==> config.mk <==
export PLATFORM = sky130hd
export DESIGN_NAME = tiled_addr_gen
export DESIGN_NICKNAME = d
export VERILOG_FILES = /design/src/rtl/tiled_pkg.sv /design/src/rtl/nested_tile_cntr.sv /design/src/rtl/tiled_addr_gen.sv
export SDC_FILE = /design/constraint.sdc
export NUM_CORES = 1
export LEC_CHECK = 0
export BUFFER_PORTS_ARGS = -buffer_cell sky130_fd_sc_hd__buf_4
export CAP_MARGIN = 20
export CORE_UTILIZATION = 25
export DETAILED_ROUTE_END_ITERATION = 16
export SYNTH_ARGS = -nofsm -noshare
export SYNTH_HDL_FRONTEND = slang
export SYNTH_SLANG_ARGS = --single-unit
==> constraint.sdc <==
create_clock -name clk -period 4.86 [get_ports clk]
set_clock_uncertainty 0.2 [all_clocks]
set_input_delay 0.486 -clock clk [delete_from_list [all_inputs] [get_ports clk]]
set_output_delay 0.486 -clock clk [all_outputs]
set_load 0.05 [all_outputs]
==> src/rtl/tiled_pkg.sv <==
// Shared types and elaboration-time helpers for the tiled address generator.
// State encoding, the minimum-1 width rule and the derived tile/drain constants live here.
package tiled_pkg;

  typedef enum logic [1:0] {
    IDLE  = 2'd0,
    RUN   = 2'd1,
    DRAIN = 2'd2,
    DONE  = 2'd3
  } state_e;

  // Bits needed to hold values 0..range-1, never less than one bit.
  function automatic int clog2_min1(input int range);
    return (range <= 2) ? 1 : $clog2(range);
  endfunction

  // Cycles needed for the last operand to ripple through an n1 x n2 grid.
  function automatic int drain_cycles(input int n1, input int n2);
    return n1 + n2 - 1;
  endfunction

  // Number of tiles of height/width `tile` along a dimension of size `dim`.
  function automatic int tile_count(input int dim, input int tile);
    return dim / tile;
  endfunction

  // Constants for the default 8x8x8 multiply on a 4x4 grid.
  localparam int DEF_N1    = 4;
  localparam int DEF_N2    = 4;
  localparam int DEF_MR    = 8;
  localparam int DEF_KD    = 8;
  localparam int DEF_PC    = 8;
  localparam int DRAIN_CYC = drain_cycles(DEF_N1, DEF_N2);
  localparam int TILES_A   = tile_count(DEF_MR, DEF_N1);
  localparam int TILES_B   = tile_count(DEF_PC, DEF_N2);

endpackage

==> src/rtl/nested_tile_cntr.sv <==
// Three cascaded wrap counters: k (inner beat) -> tile column -> tile row.
// The whole cascade advances only when en_i is high; clr_i forces all to zero.
module nested_tile_cntr
  import tiled_pkg::*;
#(
  parameter int KD = 8,
  parameter int TA = 2,
  parameter int TB = 2,
  localparam int KW  = clog2_min1(KD),
  localparam int TRW = clog2_min1(TA),
  localparam int TCW = clog2_min1(TB)
) (
  input  logic           clk,
  input  logic           rst,
  input  logic           clr_i,
  input  logic           en_i,
  output logic [KW-1:0]  k_o,
  output logic [TCW-1:0] col_o,
  output logic [TRW-1:0] row_o,
  output logic           k_wrap_o,
  output logic           last_o
);

  logic [KW-1:0]  k_q, k_d;
  logic [TCW-1:0] col_q, col_d;
  logic [TRW-1:0] row_q, row_d;
  logic           k_wrap, col_wrap, row_wrap;

  assign k_wrap   = (k_q == KW'(KD - 1));
  assign col_wrap = (col_q == TCW'(TB - 1));
  assign row_wrap = (row_q == TRW'(TA - 1));

  // Next-count logic: each stage steps only when every faster stage wraps.
  always_comb begin
    k_d   = k_q;
    col_d = col_q;
    row_d = row_q;
    if (clr_i) begin
      k_d   = '0;
      col_d = '0;
      row_d = '0;
    end else if (en_i) begin
      if (k_wrap) begin
        k_d = '0;
        if (col_wrap) begin
          col_d = '0;
          row_d = row_wrap ? '0 : row_q + 1'b1;
        end else begin
          col_d = col_q + 1'b1;
        end
      end else begin
        k_d = k_q + 1'b1;
      end
    end
  end

  // Counter registers with asynchronous clear.
  always_ff @(posedge clk or posedge rst) begin
    if (rst) begin
      k_q   <= '0;
      col_q <= '0;
      row_q <= '0;
    end else begin
      k_q   <= k_d;
      col_q <= col_d;
      row_q <= row_d;
    end
  end

  assign k_o      = k_q;
  assign col_o    = col_q;
  assign row_o    = row_q;
  assign k_wrap_o = k_wrap;
  assign last_o   = k_wrap & col_wrap & row_wrap;

endmodule

==> src/rtl/tiled_addr_gen.sv <==
// Operand-buffer read address generator for a rectangular tiled multiply
// C[MR x PC] = A[MR x KD] * B[KD x PC] on an N1 x N2 PE grid.
// Optional feature: define TILED_ADDR_BASE_EN to add per-operation base
// addresses (base_addr_A / base_addr_B) captured when start is accepted.
//
// Handshake: start is sampled only in IDLE. rd_en marks a valid address beat;
// stall is downstream back-pressure and, in RUN, suppresses the beat and holds
// every counter for that cycle. done pulses for one cycle after the drain.
module tiled_addr_gen
  import tiled_pkg::*;
#(
  parameter int N1 = 4,
  parameter int N2 = 4,
  parameter int MR = 8,
  parameter int KD = 8,
  parameter int PC = 8,
  localparam int T_A   = tile_count(MR, N1),
  localparam int T_B   = tile_count(PC, N2),
  localparam int D_CYC = drain_cycles(N1, N2),
  localparam int KW    = clog2_min1(KD),
  localparam int TRW   = clog2_min1(T_A),
  localparam int TCW   = clog2_min1(T_B),
  localparam int AW_A  = clog2_min1(T_A * KD),
  localparam int AW_B  = clog2_min1(T_B * KD),
  localparam int DW    = clog2_min1(D_CYC)
) (
  input  logic            clk,
  input  logic            rst,
  input  logic            start,
  input  logic            stall,
`ifdef TILED_ADDR_BASE_EN
  input  logic [AW_A-1:0] base_addr_A,
  input  logic [AW_B-1:0] base_addr_B,
`endif
  output logic            busy,
  output logic            done,
  output logic            rd_en,
  output logic [AW_A-1:0] rd_addr_A,
  output logic [AW_B-1:0] rd_addr_B,
  output logic [KW-1:0]   k_cntr,
  output logic [TRW-1:0]  tile_row,
  output logic [TCW-1:0]  tile_col,
  output logic            acc_clr,
  output logic            acc_last,
  output state_e          dbg_state
);

  state_e          state_q;
  logic [DW-1:0]   drain_q;
  logic            accept;
  logic            beat_en;
  logic            k_wrap;
  logic            last_beat;
  logic [AW_A-1:0] addr_a_raw;
  logic [AW_B-1:0] addr_b_raw;

  assign accept  = (state_q == IDLE) & start;
  assign beat_en = (state_q == RUN) & ~stall;

  nested_tile_cntr #(
    .KD (KD),
    .TA (T_A),
    .TB (T_B)
  ) u_cntr (
    .clk      (clk),
    .rst      (rst),
    .clr_i    (accept),
    .en_i     (beat_en),
    .k_o      (k_cntr),
    .col_o    (tile_col),
    .row_o    (tile_row),
    .k_wrap_o (k_wrap),
    .last_o   (last_beat)
  );

  // Operation FSM: IDLE -> RUN (address beats) -> DRAIN (grid flush) -> DONE.
  always_ff @(posedge clk or posedge rst) begin
    if (rst) begin
      state_q <= IDLE;
      drain_q <= '0;
    end else begin
      case (state_q)
        IDLE: begin
          if (start) state_q <= RUN;
        end
        RUN: begin
          if (beat_en && last_beat) begin
            state_q <= DRAIN;
            drain_q <= '0;
          end
        end
        DRAIN: begin
          // Fixed length; back-pressure does not stretch the flush.
          if (drain_q == DW'(D_CYC - 1)) state_q <= DONE;
          else                           drain_q <= drain_q + 1'b1;
        end
        DONE: begin
          state_q <= IDLE;
        end
        default: state_q <= IDLE;
      endcase
    end
  end

  assign addr_a_raw = AW_A'(tile_row) * AW_A'(KD) + AW_A'(k_cntr);
  assign addr_b_raw = AW_B'(tile_col) * AW_B'(KD) + AW_B'(k_cntr);

`ifdef TILED_ADDR_BASE_EN
  logic [AW_A-1:0] base_a_q;
  logic [AW_B-1:0] base_b_q;

  // Latch the operand-set base addresses when an operation is accepted.
  always_ff @(posedge clk or posedge rst) begin
    if (rst) begin
      base_a_q <= '0;
      base_b_q <= '0;
    end else if (accept) begin
      base_a_q <= base_addr_A;
      base_b_q <= base_addr_B;
    end
  end

  assign rd_addr_A = addr_a_raw + base_a_q;
  assign rd_addr_B = addr_b_raw + base_b_q;
`else
  assign rd_addr_A = addr_a_raw;
  assign rd_addr_B = addr_b_raw;
`endif

  assign rd_en     = beat_en;
  assign busy      = (state_q == RUN) | (state_q == DRAIN);
  assign done      = (state_q == DONE);
  assign acc_clr   = beat_en & (k_cntr == '0);
  assign acc_last  = beat_en & k_wrap;
  assign dbg_state = state_q;

endmodule

* Word level (Yosys, flattened, before mapping)
Index checks and enable logic that the tools add are counted.
Operators by class: add/subtract/negate cells 6, $mul 0, div/mod/pow operators 0, $lt $le $gt $ge 0, equal/unequal tests 9, shift-type cells 0, muxes and demuxes 19, bitwise gates (word level) 8, reductions and logical operators 11
Operators with widths (count):
- 2-to-1 mux 3 bit | 5
- 2-to-1 mux 1 bit | 9
- AND reduction 3 bit | 3
- adder 4 x 3 -> 4 bit | 2
- != test 2 bit, second input constant | 4
- case mux 2 bit (4 select lines) | 1
- nonzero test 2 bit | 4
- adder 3 x 1 -> 3 bit, second input constant | 2
- AND 1 bit | 6
- == test 3 bit, second input constant | 2
- 2-to-1 mux 2 bit | 3
- case mux 3 bit (2 select lines) | 1
- == test 2 bit, second input constant | 2
- logical NOT 3 bit | 1
- adder 1 bit, second input constant | 2
- == test 2 x 1 -> 1 bit, second input constant | 1
- logical NOT 2 bit | 1
- AND reduction 2 bit | 1
- logical AND 1 bit | 1
- NOT 1 bit | 1
- bitwise OR 1 bit | 1
Word-level totals: flip-flop bits (word level) 10, latch bits 0, bits in writable memories 0, ROM bits 0, output and inout bits 20, logic and storage cells 58, memories 0

* Depth between registers and ports, before layout
Gate-level depths: netlist of the first run.
depth after elaboration 6, depth in mapped cells 6, gate-level depth less buffers 5

* Modules after synthesis
A second synthesis of the first run with hierarchy kept.
Unflattened totals: cells, all modules 73, area, all modules 744.5 um^2
By module, submodules not included:
- tiled_addr_gen | instances 1, cells an instance 48, area an instance 471.7 um^2, seq. area each 125.1 um^2
- nested_tile_cntr | instances 1, cells an instance 25, area an instance 272.8 um^2, seq. area each 125.1 um^2

* Worst setup path before layout of the first run
OpenSTA, ideal clock, no wires.
kind register to output, start point register state_q[0], in the netlist dbg_state[0], end point output port acc_clr, data arrival time 2.172 ns, required time 4.174 ns, setup slack 2.002 ns, cell stages (with the launch flop) 5, path buffers 1, cells stage by stage dfrtp_1 > ha_1 > nor2b_1 > clkbuf_1 > and3b_1
Between the ends: longest elaborated chain between the ends 3
RTL lines:
- start: declaration | line tiled_addr_gen.sv:48 | state_e state_q;
- start signal: assignment | line tiled_addr_gen.sv:79 | state_q <= IDLE;
- start signal: assignment | line tiled_addr_gen.sv:84 | if (start) state_q <= RUN;
- start signal: assignment | line tiled_addr_gen.sv:88 | state_q <= DRAIN;
- == test 2 x 1 -> 1 bit | line tiled_addr_gen.sv:58 | assign beat_en = (state_q == RUN) & ~stall;
- AND 1 bit | line tiled_addr_gen.sv:58
- net rd_en | line tiled_addr_gen.sv:37 | output logic rd_en,
- AND 1 bit | line tiled_addr_gen.sv:133 | assign acc_clr = beat_en & (k_cntr == '0);
- end: declaration | line tiled_addr_gen.sv:43 | output logic acc_clr,
The timed path passes the listed nets, and every way through them passes these cells.

* Final worst setup path of the first run
start point register state_q[1], in the netlist dbg_state[1], end point output port acc_clr
Between the ends: longest elaborated chain between the ends 3
RTL lines (line):
- == test 2 x 1 -> 1 bit | tiled_addr_gen.sv:58
- AND 1 bit | tiled_addr_gen.sv:58
- AND 1 bit | tiled_addr_gen.sv:133
Every way passes these cells.

==> results of run 1 <==
[worst reg2reg max path, stage by stage (launching register included)]
cell      delay [ps]
dfrtp_1          450
ha_1             190
ha_1             260
nand4b_4         160
a222oi_1         420
mux2_1           360
[worst paths after layout]
kind                                      startpoint                        end  slack (ps)  depth (start not counted)
setup reg to reg           u_cntr.k_o[0]$_DFFE_PP0P_   dbg_state[1]$_DFFE_PP0P_        2700                          5
hold reg to reg               drain_q[0]$_DFFE_PP0P_     drain_q[0]$_DFFE_PP0P_         350                          1
min in group clk                               start  u_cntr.k_o[2]$_DFFE_PP0P_         230                          2
max in group asynchronous                        rst   u_cntr.row_o$_DFFE_PP0P_        4160                          2
hold / removal                                   rst   dbg_state[0]$_DFFE_PP0P_          10                          2
setup / recovery            dbg_state[1]$_DFFE_PP0P_                    acc_clr        2190                          5
[flip-flops by register name (all words and copies together), names as in the netlist]
signal        count
drain_q           3
u_cntr.k_o        3
dbg_state         2
u_cntr.col_o      1
u_cntr.row_o      1
[area by class of cell]
cell class              count  share of cell area
multi-input cells          44               0.424
flip-flops and latches     10               0.276
repair buffers             23               0.191
well taps                  31              0.0428
inverters                  10              0.0414
clock buffers               3              0.0249
[kinds of logic after synthesis]
| logic type | synth area share |
|---|---|
| compound gates | 0.157 |
| fa+ha+maj | 0.152 |
| simple gates | 0.130 |
| mux | 0.0558 |
| buf+inv | 0.142 |
| xor+xnor | 0.0237 |
| flops | 0.338 |
[Yosys cell counts, types with 2 or more instances]
master	instances
nand2b_1	2
xor2_1	2
dfrtp_1	10
buf_4	8
ha_1	9
mux2i_1	3
clkbuf_1	2
a21oi_1	6
nand3_1	2
inv_1	10
nand2_1	2
o211ai_1	3
[layer usage]
| layer | GRT usage | part of all wire |
|---|---|---|
| met5 | 0 | 0 |
| met4 | 0.0418 | 0.015 |
| met3 | 0.0230 | 0.057 |
| met2 | 0.170 | 0.50 |
| met1 | 0.124 | 0.43 |
[metrics by stage]
step / util / std cells / area (um2) / hold WS [ps] / worst slack (ps)
after floorplan: - / 74 / 739 / 126 / 2000
after global placement: 0.318 / 118 / 883 / 298 / 2560
after detailed placement: 0.318 / 118 / 883 / 303 / 2450
after CTS: 0.326 / 121 / 906 / 15.8 / 2150
after global routing: 0.326 / 121 / 906 / 42.5 / 1990
final: 0.326 / 121 / 906 / 11.3 / 2190
==> flow_summary_export.csv, run 1 <==
group,metric,value,unit
worst_setup_path,cp.required,4170,ps
sta,tns,0,ps
worst_setup_path,critPathMaxStageDelay,430,ps
detailed_routing,routed_wl,1450,um
cts,cts.sinks,10,
synth,synth_ff_type,"dfrtp_1",
cells_and_area,drive_gt1_frac,0.344,
grt,grt_first_pass_wirelength,2500,um
worst_setup_path,cp_slowest_cell,"dfrtp_1",
grt,antenna_found_initial,0,
cells_and_area,final_nets,105,
sta,slew_viol_final,0,
cts,cts_root_buf,"clkbuf_4",
placement,gp_congestion,0.703,
synth,netlist_area,739,um2
cts,post_cts_buffers,0,
cells_and_area,antenna_cells,0,
worst_setup_path,cp_cell_sequence,"inv_1 -> ha_1 -> nor2b_1 -> and3b_1 -> buf_4",
worst_setup_path,cp-end-kind,"output port",
grt,grt_usage,0.101,
cells_and_area,multi_input_comb_area,384,um2
synth,postSynthAreaPerCell,9.99,um2
detailed_routing,drc,0,
worst_setup_path,crit_type,"flip-flop to output port",
cells_and_area,layout.area.seq,250,um2
sta,finalSetupViolCount,0,
placement,place_hpwl,1130,um
cells_and_area,filler_cell_count,301,
worst_setup_path,cp_num_buf_inv,2,
detailed_routing,dr.pass1.iters,4,
synth,yosys.area.top_type_share,0.338,
floorplan,io_pins,24,
cells_and_area,layout_commonest_cell,"buf_4",
floorplan,coreArea,2780,um2
sta,worstMarginPinSlew,420,ps
synth,synth_seq_cells,10,
synth,ys_seq_area_frac,0.338,
synth,synth_area_leaders,"dfrtp_1 (34%), ha_1 (15%), buf_4 (8.1%), inv_1 (5.1%), a21oi_1 (4.1%)",
cts,cts_resized,0,
synth,synth-edff-count,0,
cts,insertion_delay,260,ps
cts,cts.path.max_buffers,2,
detailed_routing,wl_per_cell,12.0,um
sta,hold_viol,0,
synth,ys_types,27,
sta,finalCritPeriodShare,0.549,
cells_and_area,most-common-layout-cells,"buf_4 (23), inv_1 (10), dfrtp_1 (10)",
grt,grt_pass1_vias,550,
cts,cts_buffers,3,
sta,relSlewSlack,0.719,
floorplan,die_x,56.4,um
floorplan,rows,19,
synth,yosysTopAreaCell,"dfrtp_1",
cts,ctsHoldBuffers,0,
worst_setup_path,critPathMaxFanout,11,
floorplan,dieArea,3180,um2
synth,ys_async_sr_fraction,1.00,
worst_setup_path,cp_top_family,"simple AND/OR/NAND/NOR gates",
sta,finalCriticalPeriod,2670,ps
sta,rsz0062_at_grt,"false",
placement,io_buffers,23,
detailed_routing,antenna_left,0,
cts,h-tree-depth,1,
sta,max_freq,375,MHz
grt,grt_max_degree,12,
cts,cts_tree,"yes",
detailed_routing,vias,568,
floorplan,die_h,56.4,um
floorplan,initial_core_util,0.266,
cells_and_area,areaGrowthSynthToFinish,22.5,%
synth,syn-instance-count,74,
worst_setup_path,arrival,1980,ps
worst_hold_path,hp-class,"primary input to async pin",
synth,syn_nets,87,
synth,ys_warn_count,0,
flow_run,cap_violations,0,
detailed_routing,detail_route.vias_per_cell,4.69,
worst_setup_path,start_kind,"flip-flop",
run_status,outcome,"finished clean",
detailed_routing,drt_iter0_markers,12,
cts,clkSlewWorstSetupHoldPaths,60,ps
grt,grt_overflow,0,
Power of run 1 is not shown: default switching activity piles up to over one toggle a cycle in this logic, so the estimate is an artifact.
==> inputs of run 2 (changes only) <==
==> constraint.sdc (replaced) <==
create_clock -name clk -period 2.6 [get_ports clk]
set_clock_uncertainty 0.2 [all_clocks]
set_input_delay 0.26 -clock clk [delete_from_list [all_inputs] [get_ports clk]]
set_output_delay 0.26 -clock clk [all_outputs]
set_load 0.05 [all_outputs]
==> flow_summary_export.csv, run 2 (synthesis results as in run 1) <==
group,metric,value,unit
grt,antenna_found_initial,0,
sta,finalSetupViolCount,0,
grt,grt_usage,0.108,
placement,io_buffers,23,
floorplan,initial_core_util,0.266,
worst_setup_path,cp_num_buf_inv,2,
sta,max_freq,433,MHz
cts,cts.sinks,10,
detailed_routing,antenna_left,0,
detailed_routing,detail_route.vias_per_cell,4.74,
cts,cts_buffers,3,
sta,slew_viol_final,0,
grt,grt_overflow,0,
flow_run,cap_violations,0,
floorplan,io_pins,24,
floorplan,die_h,56.4,um
detailed_routing,dr.pass1.iters,4,
floorplan,dieArea,3180,um2
grt,grt_max_degree,12,
sta,worstMarginPinSlew,410,ps
cts,h-tree-depth,1,
cells_and_area,antenna_cells,0,
cts,cts_tree,"yes",
worst_setup_path,critPathMaxFanout,11,
detailed_routing,routed_wl,1530,um
worst_setup_path,cp_slowest_cell,"dfrtp_1",
cells_and_area,drive_gt1_frac,0.351,
cts,insertion_delay,260,ps
worst_setup_path,cp.required,2140,ps
worst_setup_path,cp_cell_sequence,"inv_1 -> ha_1 -> nor2b_1 -> and3b_1 -> buf_4",
worst_setup_path,critPathMaxStageDelay,430,ps
cts,cts_resized,0,
cells_and_area,fin_util,0.341,
sta,rsz0062_at_grt,"false",
sta,relSlewSlack,0.726,
worst_setup_path,cp-end-kind,"output port",
detailed_routing,drc,0,
cells_and_area,areaGrowthSynthToFinish,28.1,%
worst_setup_path,crit_type,"flip-flop to output port",
worst_setup_path,cp_top_family,"simple AND/OR/NAND/NOR gates",
floorplan,die_x,56.4,um
placement,detailedPlace.worstSlack,460,ps
cts,cts.path.max_buffers,2,
cts,cts_root_buf,"clkbuf_4",
worst_hold_path,hp-class,"primary input to flip-flop",
floorplan,rows,19,
detailed_routing,wl_per_cell,12.3,um
grt,grt_pass1_vias,575,
worst_setup_path,arrival,1850,ps
sta,finalCriticalPeriod,2310,ps
sta,tns,0,ps
run_status,outcome,"finished clean",
sta,hold_viol,0,
placement,gp_congestion,0.681,
placement,place_hpwl,1150,um
cells_and_area,most-common-layout-cells,"buf_4 (24), inv_1 (10), dfrtp_1 (10)",
cells_and_area,filler_cell_count,292,
detailed_routing,drt_iter0_markers,25,
cells_and_area,final_nets,108,
detailed_routing,vias,592,
sta,finalCritPeriodShare,0.889,
floorplan,coreArea,2780,um2
cells_and_area,layout_commonest_cell,"buf_4",
sta,finalWorstSetupSlack,289,ps
worst_setup_path,start_kind,"flip-flop",
cts,clkSlewWorstSetupHoldPaths,70,ps
grt,grt_first_pass_wirelength,2660,um
==> run 2: cell types whose count changed in the layout (fill, tap and decap cells not counted), sizes merged <==
cell / delta
dlygate4sd3: +2
buf: +1
clkbuf: +1
==> run 2: worst paths after layout <==
kind | startpoint | endpoint | slack [ps] | cells past startpoint
max | dbg_state[1]$_DFFE_PP0P_ | acc_clr | 290 | 5
min | stall | u_cntr.row_o$_DFFE_PP0P_ | 230 | 4
min reg2reg | drain_q[0]$_DFFE_PP0P_ | drain_q[0]$_DFFE_PP0P_ | 330 | 1
max reg2reg | u_cntr.k_o[0]$_DFFE_PP0P_ | dbg_state[1]$_DFFE_PP0P_ | 480 | 5
min in group asynchronous | rst | dbg_state[1]$_DFFE_PP0P_ | 340 | 3
max in group asynchronous | rst | drain_q[0]$_DFFE_PP0P_ | 1570 | 3
==> run 2: final cells by class <==
type / instances / area (um2) / share of cell area
Sequential cell: 10 / 250 / 0.264
Timing Repair Buffer: 26 / 200 / 0.211
Multi-Input combinational cell: 44 / 384 / 0.406
Inverter: 10 / 37.5 / 0.0396
Tap cell: 31 / 38.8 / 0.0410
Clock buffer: 4 / 36.3 / 0.0383
==> run 2: through the flow <==
stage	instances	area [um2]	hold WS, ps
6_report	125	947	228
5_1_grt	125	947	245
4_1_cts	124	937	7.80
3_5_place_dp	119	891	82.7
3_3_place_gp	119	891	76.1
2_1_floorplan	74	741	-99.8
==> run 2: worst min-delay path: stages <==
cell	delay, ps
buf_4	100
nand4b_1	120
xor2_1	60
a21oi_1	110
==> run 2: timing repair <==
item                                   4_1_cts  5_1_grt
endpoints found under the hold margin       10        1
buffers inserted                             0        0
hold buffers                                 1        1
==> run 2: layer usage <==
metal | GRT usage | routed length (um) | up-vias
met3 | 0.0346 | 48 | 2
met5 | 0 | 0 | -
met4 | 0.0418 | 10 | 0
li1 | - | - | 290
met1 | 0.124 | 643 | 287
met2 | 0.185 | 831 | 13
Power of run 2 is left out for the same reason.
==> inputs of run 3 (changes only) <==
--- a/config.mk
+++ b/config.mk
@@ -7,8 +7,9 @@
 export LEC_CHECK = 0
 export BUFFER_PORTS_ARGS = -buffer_cell sky130_fd_sc_hd__buf_4
 export CAP_MARGIN = 20
-export CORE_UTILIZATION = 25
+export CORE_UTILIZATION = 48
 export DETAILED_ROUTE_END_ITERATION = 16
+export PLACE_DENSITY = 0.76
 export SYNTH_ARGS = -nofsm -noshare
 export SYNTH_HDL_FRONTEND = slang
 export SYNTH_SLANG_ARGS = --single-unit
==> flow_summary_export.csv, run 3 (synthesis results as in run 1) <==
group,metric,value,unit
worst_setup_path,cp_num_buf_inv,3,
worst_setup_path,cp_cell_sequence,"inv_1 -> ha_1 -> nor2b_1 -> buf_4 -> and3b_1 -> buf_4",
floorplan,rows,13,
worst_setup_path,arrival,1830,ps
grt,grt_first_pass_wirelength,2210,um
detailed_routing,drc,0,
cts,cts_buffers,3,
sta,hold_viol,0,
run_status,outcome,"finished clean",
placement,gp_congestion,0.814,
sta,finalCriticalPeriod,2290,ps
cts,clkSlewWorstSetupHoldPaths,60,ps
sta,tns,0,ps
sta,finalCritPeriodShare,0.879,
grt,antenna_found_initial,0,
worst_hold_path,hold_path_depth,4,
cells_and_area,areaGrowthSynthToFinish,25.4,%
worst_setup_path,critPathMaxFanout,11,
cts,post_cts_buffers,0,
sta,max_freq,437,MHz
worst_setup_path,cp.required,2140,ps
detailed_routing,detail_route.vias_per_cell,5.36,
placement,io_buffers,23,
cells_and_area,drive_gt1_frac,0.351,
grt,grt_max_degree,12,
worst_setup_path,r2r_slack,460,ps
cts,h-tree-depth,1,
detailed_routing,routed_wl,1430,um
cts,cts.sinks,10,
floorplan,die_x,41.3,um
worst_setup_path,r2r-end,"dbg_state[1]$_DFFE_PP0P_",
worst_setup_path,crit_type,"flip-flop to output port",
sta,rsz0062_at_grt,"false",
worst_hold_path,hp-class,"primary input to flip-flop",
cts,cts.path.max_buffers,2,
cells_and_area,final_nets,108,
floorplan,die_h,41.3,um
cts,insertion_delay,270,ps
cts,cts_tree,"yes",
placement,place_hpwl,1050,um
detailed_routing,wl_per_cell,13.1,um
grt,grt_usage,0.210,
worst_setup_path,cp-end-kind,"output port",
detailed_routing,vias,584,
detailed_routing,drt_iter0_markers,18,
worst_setup_path,crit_top_cell,"buf_4",
flow_run,cap_violations,0,
floorplan,coreArea,1370,um2
worst_setup_path,worstReg2RegStart,"u_cntr.k_o[0]$_DFFE_PP0P_",
sta,worstMarginPinSlew,393,ps
cells_and_area,layout_commonest_cell,"buf_4",
worst_hold_path,min_to,"drain_q[1]$_DFFE_PP0P_",
worst_hold_path,worstHoldStart,"stall",
worst_setup_path,critPathMaxStageDelay,430,ps
worst_setup_path,cp_slowest_cell,"dfrtp_1",
worst_setup_path,start_kind,"flip-flop",
detailed_routing,dr.pass1.iters,5,
grt,grt_pass1_vias,508,
worst_setup_path,cp_top_family,"flip-flops",
floorplan,dieArea,1700,um2
grt,grt_overflow,0,
floorplan,io_pins,24,
cts,cts_root_buf,"clkbuf_4",
sta,slew_viol_final,0,
cells_and_area,antenna_cells,0,
floorplan,initial_core_util,0.541,
detailed_routing,antenna_left,0,
sta,relSlewSlack,0.737,
worst_setup_path,worst_r2r_path_depth,5,
cells_and_area,most-common-layout-cells,"buf_4 (24), inv_1 (10), dfrtp_1 (10)",
sta,finalSetupViolCount,0,
==> run 3: worst max-delay path by stage <==
| stage | cells past startpoint | end | startpoint |
|---|---|---|---|
| CTS | 6 | acc_clr | dbg_state[1]$_DFFE_PP0P_ |
| global placement | 5 | dbg_state[1]$_DFFE_PP0P_ | u_cntr.k_o[0]$_DFFE_PP0P_ |
| finish | 6 | acc_clr | dbg_state[1]$_DFFE_PP0P_ |
| detailed placement | 5 | dbg_state[1]$_DFFE_PP0P_ | u_cntr.k_o[0]$_DFFE_PP0P_ |
| floorplan | 5 | dbg_state[1]$_DFFE_PP0P_ | u_cntr.k_o[0]$_DFFE_PP0P_ |
| global route | 6 | acc_clr | dbg_state[1]$_DFFE_PP0P_ |
==> run 3: worst min-delay path, delay by kind of cell <==
kind                   cells  cell delay, ps
buffers and inverters      1             100
and+or+nand+nor            3             310
==> run 3: what timing repair did <==
action	4_1_cts	5_1_grt
hold endpoints to repair	12	0
resized for setup	0	0
hold buffers	2	0
==> run 3: per-layer routing <==
layer  vias to the layer above  part of all wire  global-route usage
li1                        288                 -                   -
met1                       269              0.44               0.243
met5                         -                 0                   0
met3                         5             0.065              0.0815
met2                        22              0.48               0.340
met4                         0             0.017              0.0968
==> run 3: layout make-up <==
type / instances / area, um2
inverter: 10 / 37.5
multi-input combinational: 44 / 384
fill: 112 / 439
timing repair buffer: 26 / 200
tap: 15 / 18.8
clock buffer: 4 / 36.3
sequential: 10 / 250
==> run 3: through the flow <==
stage | utilization | hold slack [ps] | cells | setup WS [ps] | cell area, um2
finish | 0.679 | 232 | 109 | 314 | 927
global route | 0.679 | 250 | 109 | 187 | 927
CTS | 0.679 | 216 | 109 | 314 | 927
detailed placement | 0.637 | 76.0 | 103 | 464 | 871
global placement | 0.637 | 71.7 | 103 | 570 | 871
floorplan | - | -99.8 | 74 | 266 | 741
Power of run 3 is left out for the same reason.
